File: src/rtl/flash_loader.sv
// Loads a length-prefixed byte stream into instruction flash as little-endian words from address 0,
// holding the core in reset until a clean load. Define FLASH_LOADER_CHECKSUM_EN for an XOR trailer.
module flash_loader #(
  parameter int unsigned WIDTH      = 32,
  parameter int unsigned ADDR_WIDTH = 11
) (
  input  logic                  clk,
  input  logic                  rst,
  input  logic                  start,
  input  logic                  byte_valid,
  input  logic [7:0]            byte_data,
  output logic                  byte_ready,
  output logic                  flash_en,
  output logic [ADDR_WIDTH-1:0] flash_addr,
  output logic [WIDTH-1:0]      flash_data,
  output logic                  cpu_rst,
  output logic                  busy,
  output logic                  done,
  output logic                  err
);
  localparam int unsigned BYTES = WIDTH / 8;
  localparam int unsigned IDX_W = (BYTES > 1) ? $clog2(BYTES) : 1;
  localparam int unsigned DEPTH = 2 ** ADDR_WIDTH;

  typedef enum logic [2:0] {StIdle, StLenLo, StLenHi, StData, StCsum, StDone, StError} state_e;

`ifdef FLASH_LOADER_CHECKSUM_EN
  localparam state_e StAfterData = StCsum;
`else
  localparam state_e StAfterData = StDone;
`endif

  state_e              state;
  logic [15:0]         len;
  logic [ADDR_WIDTH:0] word_cnt;
  logic [IDX_W-1:0]    byte_idx;
  logic [WIDTH-1:0]    word;
  logic [WIDTH-1:0]    word_next;
  logic [15:0]         len_next;
  logic                xfer;
  logic                last_lane;
  logic                last_word;
  logic                can_start;
`ifdef FLASH_LOADER_CHECKSUM_EN
  logic [7:0]          csum;
`endif

  // Status outputs are pure decodes of the state register.
  assign byte_ready = state inside {StLenLo, StLenHi, StData, StCsum};
  assign busy       = byte_ready;
  assign done       = (state == StDone);
  assign err        = (state == StError);
  assign cpu_rst    = (state != StDone);

  assign xfer      = byte_valid && byte_ready;
  assign last_lane = (32'(byte_idx) == BYTES - 1);
  assign last_word = ((32'(word_cnt) + 32'd1) == 32'(len));
  assign len_next  = {byte_data, len[7:0]};
  assign can_start = start && (state inside {StIdle, StDone, StError});

  always_comb begin
    word_next = word;
    word_next[8*32'(byte_idx) +: 8] = byte_data;
  end

  always_ff @(posedge clk) begin
    if (rst) begin
      state      <= StIdle;
      len        <= '0;
      word_cnt   <= '0;
      byte_idx   <= '0;
      word       <= '0;
      flash_en   <= 1'b0;
      flash_addr <= '0;
      flash_data <= '0;
`ifdef FLASH_LOADER_CHECKSUM_EN
      csum       <= '0;
`endif
    end else begin
      flash_en <= 1'b0;
      if (can_start) begin
        state    <= StLenLo;
        word_cnt <= '0;
        byte_idx <= '0;
        word     <= '0;
`ifdef FLASH_LOADER_CHECKSUM_EN
        csum     <= '0;
`endif
      end else if (xfer) begin
        unique case (state)
          StLenLo: begin
            len[7:0] <= byte_data;
            state    <= StLenHi;
          end
          StLenHi: begin
            len[15:8] <= byte_data;
            if (32'(len_next) > DEPTH) begin
              state <= StError;
            end else if (len_next == 16'd0) begin
              state <= StAfterData;
            end else begin
              state <= StData;
            end
          end
          StData: begin
            word <= word_next;
`ifdef FLASH_LOADER_CHECKSUM_EN
            csum <= csum ^ byte_data;
`endif
            if (last_lane) begin
              // Write strobe lands one cycle after the word's final byte.
              byte_idx   <= '0;
              flash_en   <= 1'b1;
              flash_addr <= word_cnt[ADDR_WIDTH-1:0];
              flash_data <= word_next;
              word_cnt   <= word_cnt + 1'b1;
              if (last_word) begin
                state <= StAfterData;
              end
            end else begin
              byte_idx <= byte_idx + 1'b1;
            end
          end
`ifdef FLASH_LOADER_CHECKSUM_EN
          StCsum: begin
            state <= (byte_data == csum) ? StDone : StError;
          end
`endif
          default: begin
          end
        endcase
      end
    end
  end

endmodule

File: config.mk
export PLATFORM = sky130hd
export DESIGN_NAME = flash_loader
export DESIGN_NICKNAME = d
export VERILOG_FILES = /design/src/rtl/flash_loader.sv
export SDC_FILE = /design/constraint.sdc
export NUM_CORES = 1
export LEC_CHECK = 0
export BUFFER_PORTS_ARGS = -buffer_cell sky130_fd_sc_hd__buf_2
export CAP_MARGIN = 20
export CORE_ASPECT_RATIO = 1.25
export CORE_MARGIN = 3
export CORE_UTILIZATION = 32
export DETAILED_ROUTE_END_ITERATION = 16
export MAX_ROUTING_LAYER = met4
export PLACE_DENSITY = 0.6
export SYNTH_ARGS = -nofsm -noshare
export SYNTH_HDL_FRONTEND = slang
export SYNTH_SLANG_ARGS = --single-unit
File: constraint.sdc
create_clock -name clk -period 2.75 [get_ports clk]
set_clock_uncertainty 0.15 [all_clocks]
set_input_delay 0 -clock clk [delete_from_list [all_inputs] [get_ports clk]]
set_output_delay 0 -clock clk [all_outputs]
set_load 0.02 [all_outputs]
==> flow_summary.yaml, run 1 <==
yosys:
  syn_inst: 576
  yosysMostFrequentCell: "dfxtp_1"
  synth_warnings: 0
  syn-mean-instance-area_um2: 8.537
  ys_types: 50
  synth_area_mm2: 0.004917
  synth_edf_count: 0
  yosys.area.top_type_share: 0.4438
  syn_nets: 595
  ys_seq_area_frac: 0.4438
  yosys-top-cells-area: "dfxtp_1 (44%), a211oi_1 (9.8%), nor2_1 (6.6%), a21oi_1 (6.5%), nor2b_1 (4.6%)"
  async_flop_share: 0
  synth_ff_type: "dfxtp_1"
  yosysTopAreaCell: "dfxtp_1"
  ys_ff_latch: 109
  synth.top_cells.by_count: "dfxtp_1 (109), nor2_1 (86), a211oi_1 (64), a21oi_1 (64), nand2_1 (52)"
worst_setup_path:
  startpoint_type: "flip-flop"
  r2r-start: "word_cnt[0]"
  crit_required_ns: 2.85
  cp-end-kind: "flip-flop"
  r2r_setup_slack_ns: 0.37
  worst_path_max_delay_cell: "or4_4"
  crit_type: "flip-flop to flip-flop"
  rr_worst_depth: 7
  crit_path_cell_trace: "ha_1, and4_4, nand3_2, o21bai_1, mux2i_1, or4_4, o2bb2ai_2"
  crit_buf_inv: 0
  crit_family: "simple AND/OR/NAND/NOR gates"
  worst_path_largest_cell_delay_ns: 0.54
  cp_max_fo: 6
  critPathArrivalTime_ns: 2.48
  reg2reg_to: "state[1]"
placed_design:
  place_area_mm2: 0.005314
  gp_congestion: 0.8522
  hpwl_mm: 8.219
  pre_cts_ws_ns: 0.4160
  portBuffers: 60
job:
  max_cap_violations: 0
cts:
  post-cts-setup-buffers: 0
  worstSkewPairLatency_ns: 0.36
  cts_hold_buf: 10
  cts_sinks: 109
  h-tree-depth: 3
  clk_path_buf_depth: 2
  cts_resized: 0
  numCtsBuffers: 9
  cts_tree: "built"
  clk_pin_slew_ns: 0.07
  cts_root_buffer: "clkbuf_16"
route:
  wl_per_cell_um: 15.04
  drtIter0Drc: 168
  top_layer: "met4"
  drt-met1-wl_mm: 5.427
  vias: 4150
  viasPerCell: 5.117
  final_antenna_net_count: 0
  drc: 0
  drtPass1Iterations: 4
  totalWireLength_mm: 12.20
  route.met2.wl_mm: 5.989
  wl_met3_um: 486
sta:
  slew_violations: 0
  worst_pin_slew_ns: 0.8361
  finalWorstSetupSlack_ns: 0.3708
  hold_viol: 0
  fin_crit_ns: 2.379
  rsz0062_at_grt: "no"
  slew_headroom: 0.4426
  whs_ns: 0.1567
  final.period_utilization: 0.8652
  max_freq_mhz: 420.3
  setup_viol: 0
  final.setup.tns_ns: 0
global_routing:
  grt_pass1_wl_mm: 19.83
  grt.overflow.total: 0
  grt_max_degree: 62
  grt_usage: 0.1530
  grt_pass1_vias: 4059
  grt_antenna_before_repair: 0
min_path:
  hp-class: "primary input to flip-flop"
  whs_path_depth: 3
  hp-start: "rst"
  hold_path_end: "len[12]"
pwr:
  power.leakage_nw: 2.051
  peakVddDrop_uv: 320.2
  powerDensity_mw_per_mm2: 537.8
  finalPower_w: 0.003069
final_layout:
  finalNetCount: 643
  drive_gt1_frac: 0.1638
  multiInputGateArea_mm2: 0.002475
  area_delta_synth_final_pct: 16.06
  final_area_mm2: 0.005707
  fillers: 1533
  diodes: 0
  ff_latch_area_mm2: 0.002182
floorplanning:
  rows: 50
  design.portCount: 61
  initial_core_util: 0.3275
  die_x_um: 116.9
  die_h_um: 144.6
  die-area_mm2: 0.01690
  core_mm2: 0.01501
status:
  status: "complete, no violations"
[final cells by class]
| class | instances | share of cell area |
|---|---|---|
| repair buffers | 83 | 0.08945 |
| clock buffers | 10 | 0.04188 |
| clock inverters | 6 | 0.009428 |
| flip-flops and latches | 109 | 0.3824 |
| multi-input cells | 416 | 0.4337 |
| inverters | 5 | 0.003289 |
| well taps | 182 | 0.03990 |
[power by group]
| group | total (W) | internal [W] | switching (W) |
|---|---|---|---|
| registers | 0.00161 | 0.00159 | 0.0000167 |
| logic | 0.000176 | 0.0000605 | 0.000116 |
| clock network | 0.00129 | 0.000658 | 0.000629 |
[worst min-delay path, stage by stage]
cell and delay, ns:
buf_2 0.13, buf_4 0.33, nor2_1 0.16
[how the worst max path moves through the flow]
stage	start	endpoint	cells past startpoint
3_3_place_gp	word_cnt[0]	state[1]	7
3_5_place_dp	word_cnt[0]	state[1]	7
4_1_cts	word_cnt[0]	state[1]	7
2_1_floorplan	word_cnt[0]	state[1]	7
6_report	word_cnt[0]	state[1]	7
5_1_grt	word_cnt[0]	state[1]	7
[metal layers]
metal,global-route usage,up-vias
met5,-,-
met4,0.06582,0
met3,0.02679,18
met2,0.2541,78
met1,0.1809,1952
li1,-,2102
[registers in the layout (all words and copies together) (netlist names)]
register    count
flash_data     32
word           32
len            16
word_cnt       12
flash_addr     11
state           3
byte_idx        2
flash_en        1
[placed cells by master (no fill, tap or decap), types with 2 or more instances in the layout]
master,instances
buf_4,12
mux2i_1,13
dlygate4sd3_1,10
buf_2,60
clkinv_4,2
nand4_1,3
nor2b_1,36
o21bai_1,3
nor2_1,86
xor2_1,9
clkbuf_16,9
xnor2_1,12
nor3b_1,4
nand2_1,52
and4_4,2
inv_8,2
a211oi_1,64
or3_1,6
inv_1,4
dfxtp_1,109
nor4_1,3
o21ai_0,9
ha_1,7
nand3_1,4
o21ai_1,2
a311oi_1,2
a21oi_1,64
nand3b_1,4
nor3_1,8
o22ai_1,2
[through the flow]
stage	std cells	utilization
floorplan	576	-
global placement	785	0.3539
detailed placement	785	0.3539
CTS	811	0.3801
global route	811	0.3801
finish	811	0.3801
[cell families after synthesis]
logic type,after synthesis,synth area share
AO/OA/AOI/OAI,152,0.1969
XOR/XNOR,21,0.03741
adder cells (fa/ha/maj),7,0.01781
buffers and inverters,51,0.05471
flip-flops,109,0.4438
multiplexers,13,0.02646
AND/OR/NAND/NOR,223,0.2229
Note: power is estimated with default switching activity, not from simulation.
==> inputs of run 2 (changes only) <==
--- a/config.mk
+++ b/config.mk
@@ -8,7 +8,6 @@
 export BUFFER_PORTS_ARGS = -buffer_cell sky130_fd_sc_hd__buf_2
 export CAP_MARGIN = 20
 export CORE_ASPECT_RATIO = 1.25
-export CORE_MARGIN = 3
 export CORE_UTILIZATION = 32
 export DETAILED_ROUTE_END_ITERATION = 16
 export MAX_ROUTING_LAYER = met4
==> constraint.sdc (replaced) <==
create_clock -name clk -period 2.4 [get_ports clk]
set_clock_uncertainty 0.15 [all_clocks]
set_input_delay 0 -clock clk [delete_from_list [all_inputs] [get_ports clk]]
set_output_delay 0 -clock clk [all_outputs]
set_load 0.05 [all_outputs]
==> run 2 against run 1 <==
  * Wire length down 1.6%
  * Cell count up 0.99%
  * Register-to-register slack worse by 0.19 ns
  * Total power up 19%
  * Fmax up 7.3%
  * Global-route usage up 0.99 points
  * Highest routed layer unchanged
==> flow_summary.yaml, run 2 (synthesis results as in run 1) <==
status:
  status: "complete, no violations"
final_layout:
  reg_top3: "flash_data: 32 flops, word: 32 flops, len: 16 flops"
  finalNonFillerCells: 819
  layout_common_cells: "dfxtp_1 (108), nor2_1 (86), a21oi_1 (64), a211oi_1 (64), buf_2 (60)"
  drive_gt1_frac: 0.1774
  finalNetCount: 651
  fin_util: 0.3867
  layout_commonest_cell: "dfxtp_1"
  area_delta_synth_final_pct: 18.07
  diodes: 0
worst_setup_path:
  startpoint_type: "flip-flop"
  crit_path_cell_trace: "ha_2, and4_4, nand3_2, o21bai_1, mux2i_1, or4_4, o2bb2ai_2"
  cp-end-kind: "flip-flop"
  rr_worst_depth: 7
  r2r_setup_slack_ns: 0.18
  critPathArrivalTime_ns: 2.31
  crit_type: "flip-flop to flip-flop"
  crit_required_ns: 2.49
  worst_path_max_delay_cell: "or4_4"
  worst_path_largest_cell_delay_ns: 0.55
  cp_max_fo: 6
sta:
  setup_viol: 0
  max_freq_mhz: 451.1
  fin_crit_ns: 2.217
  final.period_utilization: 0.9237
  worst_pin_slew_ns: 0.6502
  slew_violations: 0
  whs_ns: 0.07355
  hold_viol: 0
  rsz0062_at_grt: "no"
  final.setup.tns_ns: 0
  slew_headroom: 0.5665
  finalWorstSetupSlack_ns: 0.1832
placed_design:
  dp_cells: 793
  hpwl_mm: 8.241
  portBuffers: 60
  pre_cts_ws_ns: 0.1142
  gp_congestion: 0.8157
global_routing:
  grt_pass1_wl_mm: 19.98
  grt.overflow.total: 0
  grt_pass1_vias: 3906
  grt_antenna_before_repair: 0
  grt_max_degree: 62
  grt_usage: 0.1629
floorplanning:
  die_h_um: 140.6
  die-area_mm2: 0.01587
  design.portCount: 61
  rows: 50
  initial_core_util: 0.3275
  die_x_um: 112.9
  core_mm2: 0.01501
cts:
  clk_pin_slew_ns: 0.08
  worstSkewPairLatency_ns: 0.36
  clk_path_buf_depth: 2
  cts_sinks: 109
  cts_root_buffer: "clkbuf_16"
  numCtsBuffers: 9
  h-tree-depth: 3
  cts_tree: "built"
  post-cts-setup-buffers: 0
min_path:
  whs_path_depth: 4
  hp-class: "primary input to flip-flop"
pwr:
  p_clk_frac: 0.437
  p_seq_frac: 0.502
  powerDensity_mw_per_mm2: 631.2
  switchingPower_w: 0.0009197
  power.leakage_nw: 2.103
  p_int_w: 0.002745
  swShare: 0.2510
  peakVddDrop_uv: 454.9
  power.combinational.fraction: 0.061
job:
  max_cap_violations: 0
route:
  drtPass1Iterations: 4
  wl_per_cell_um: 14.65
  viasPerCell: 5.045
  final_antenna_net_count: 0
  vias: 4132
  drtIter0Drc: 193
  totalWireLength_mm: 12.00
  drc: 0
-- run 2: repair_timing --
action,in CTS,in global routing
hold buffers,10,0
endpoints found under the hold margin,21,0
endpoints found under the setup margin,0,2
gates resized for setup,0,2
-- run 2: cell type report --
| type | instances | area [um2] |
|---|---|---|
| Inverter | 5 | 18.77 |
| Timing Repair Buffer | 91 | 570.5 |
| Multi-Input combinational cell | 416 | 2477 |
| Sequential cell | 109 | 2183 |
| Clock buffer | 9 | 225.2 |
| Fill cell | 1542 | 9209 |
| Tap cell | 182 | 227.7 |
| Clock inverter | 7 | 102.6 |
-- run 2: metal layers --
layer,GRT usage,vias to the layer above,part of all wire
li1,-,2122,-
met4,0.04432,0,0.0090
met1,0.1981,1920,0.46
met3,0.03396,9,0.035
met2,0.2732,81,0.50
met5,-,-,0
-- run 2: worst max-delay path, delay by kind of cell (launching register included) --
| kind | cells | cell delay [ns] |
|---|---|---|
| AND/OR/NAND/NOR | 3 | 0.92 |
| flip-flops | 1 | 0.37 |
| AO/OA/AOI/OAI | 2 | 0.33 |
| adder cells (fa/ha/maj) | 1 | 0.24 |
| multiplexers | 1 | 0.09 |
-- run 2: metrics by stage --
step	total power, W	cell area, um2
2_1_floorplan	0.002024	4917
3_3_place_gp	0.002089	5374
3_5_place_dp	0.002092	5374
4_1_cts	0.003709	5802
5_1_grt	0.003797	5806
6_report	0.003664	5806
-- run 2: worst paths after layout --
kind | startpoint | endpoint
max | word_cnt[1] | state[1]
min | rst | word_cnt[5]
max reg2reg | word_cnt[1] | state[1]
min reg2reg | flash_addr[6] | flash_addr[6]
-- run 2: power by group through the flow --
| stage | logic, W | clock network, W | registers, W |
|---|---|---|---|
| finish | 0.000223 | 0.00160 | 0.00184 |
| global route | 0.000243 | 0.00171 | 0.00184 |
| CTS | 0.000224 | 0.00165 | 0.00184 |
| detailed placement | 0.000211 | 0 | 0.00188 |
| global placement | 0.000208 | 0 | 0.00188 |
| floorplan | 0.000151 | 0 | 0.00187 |
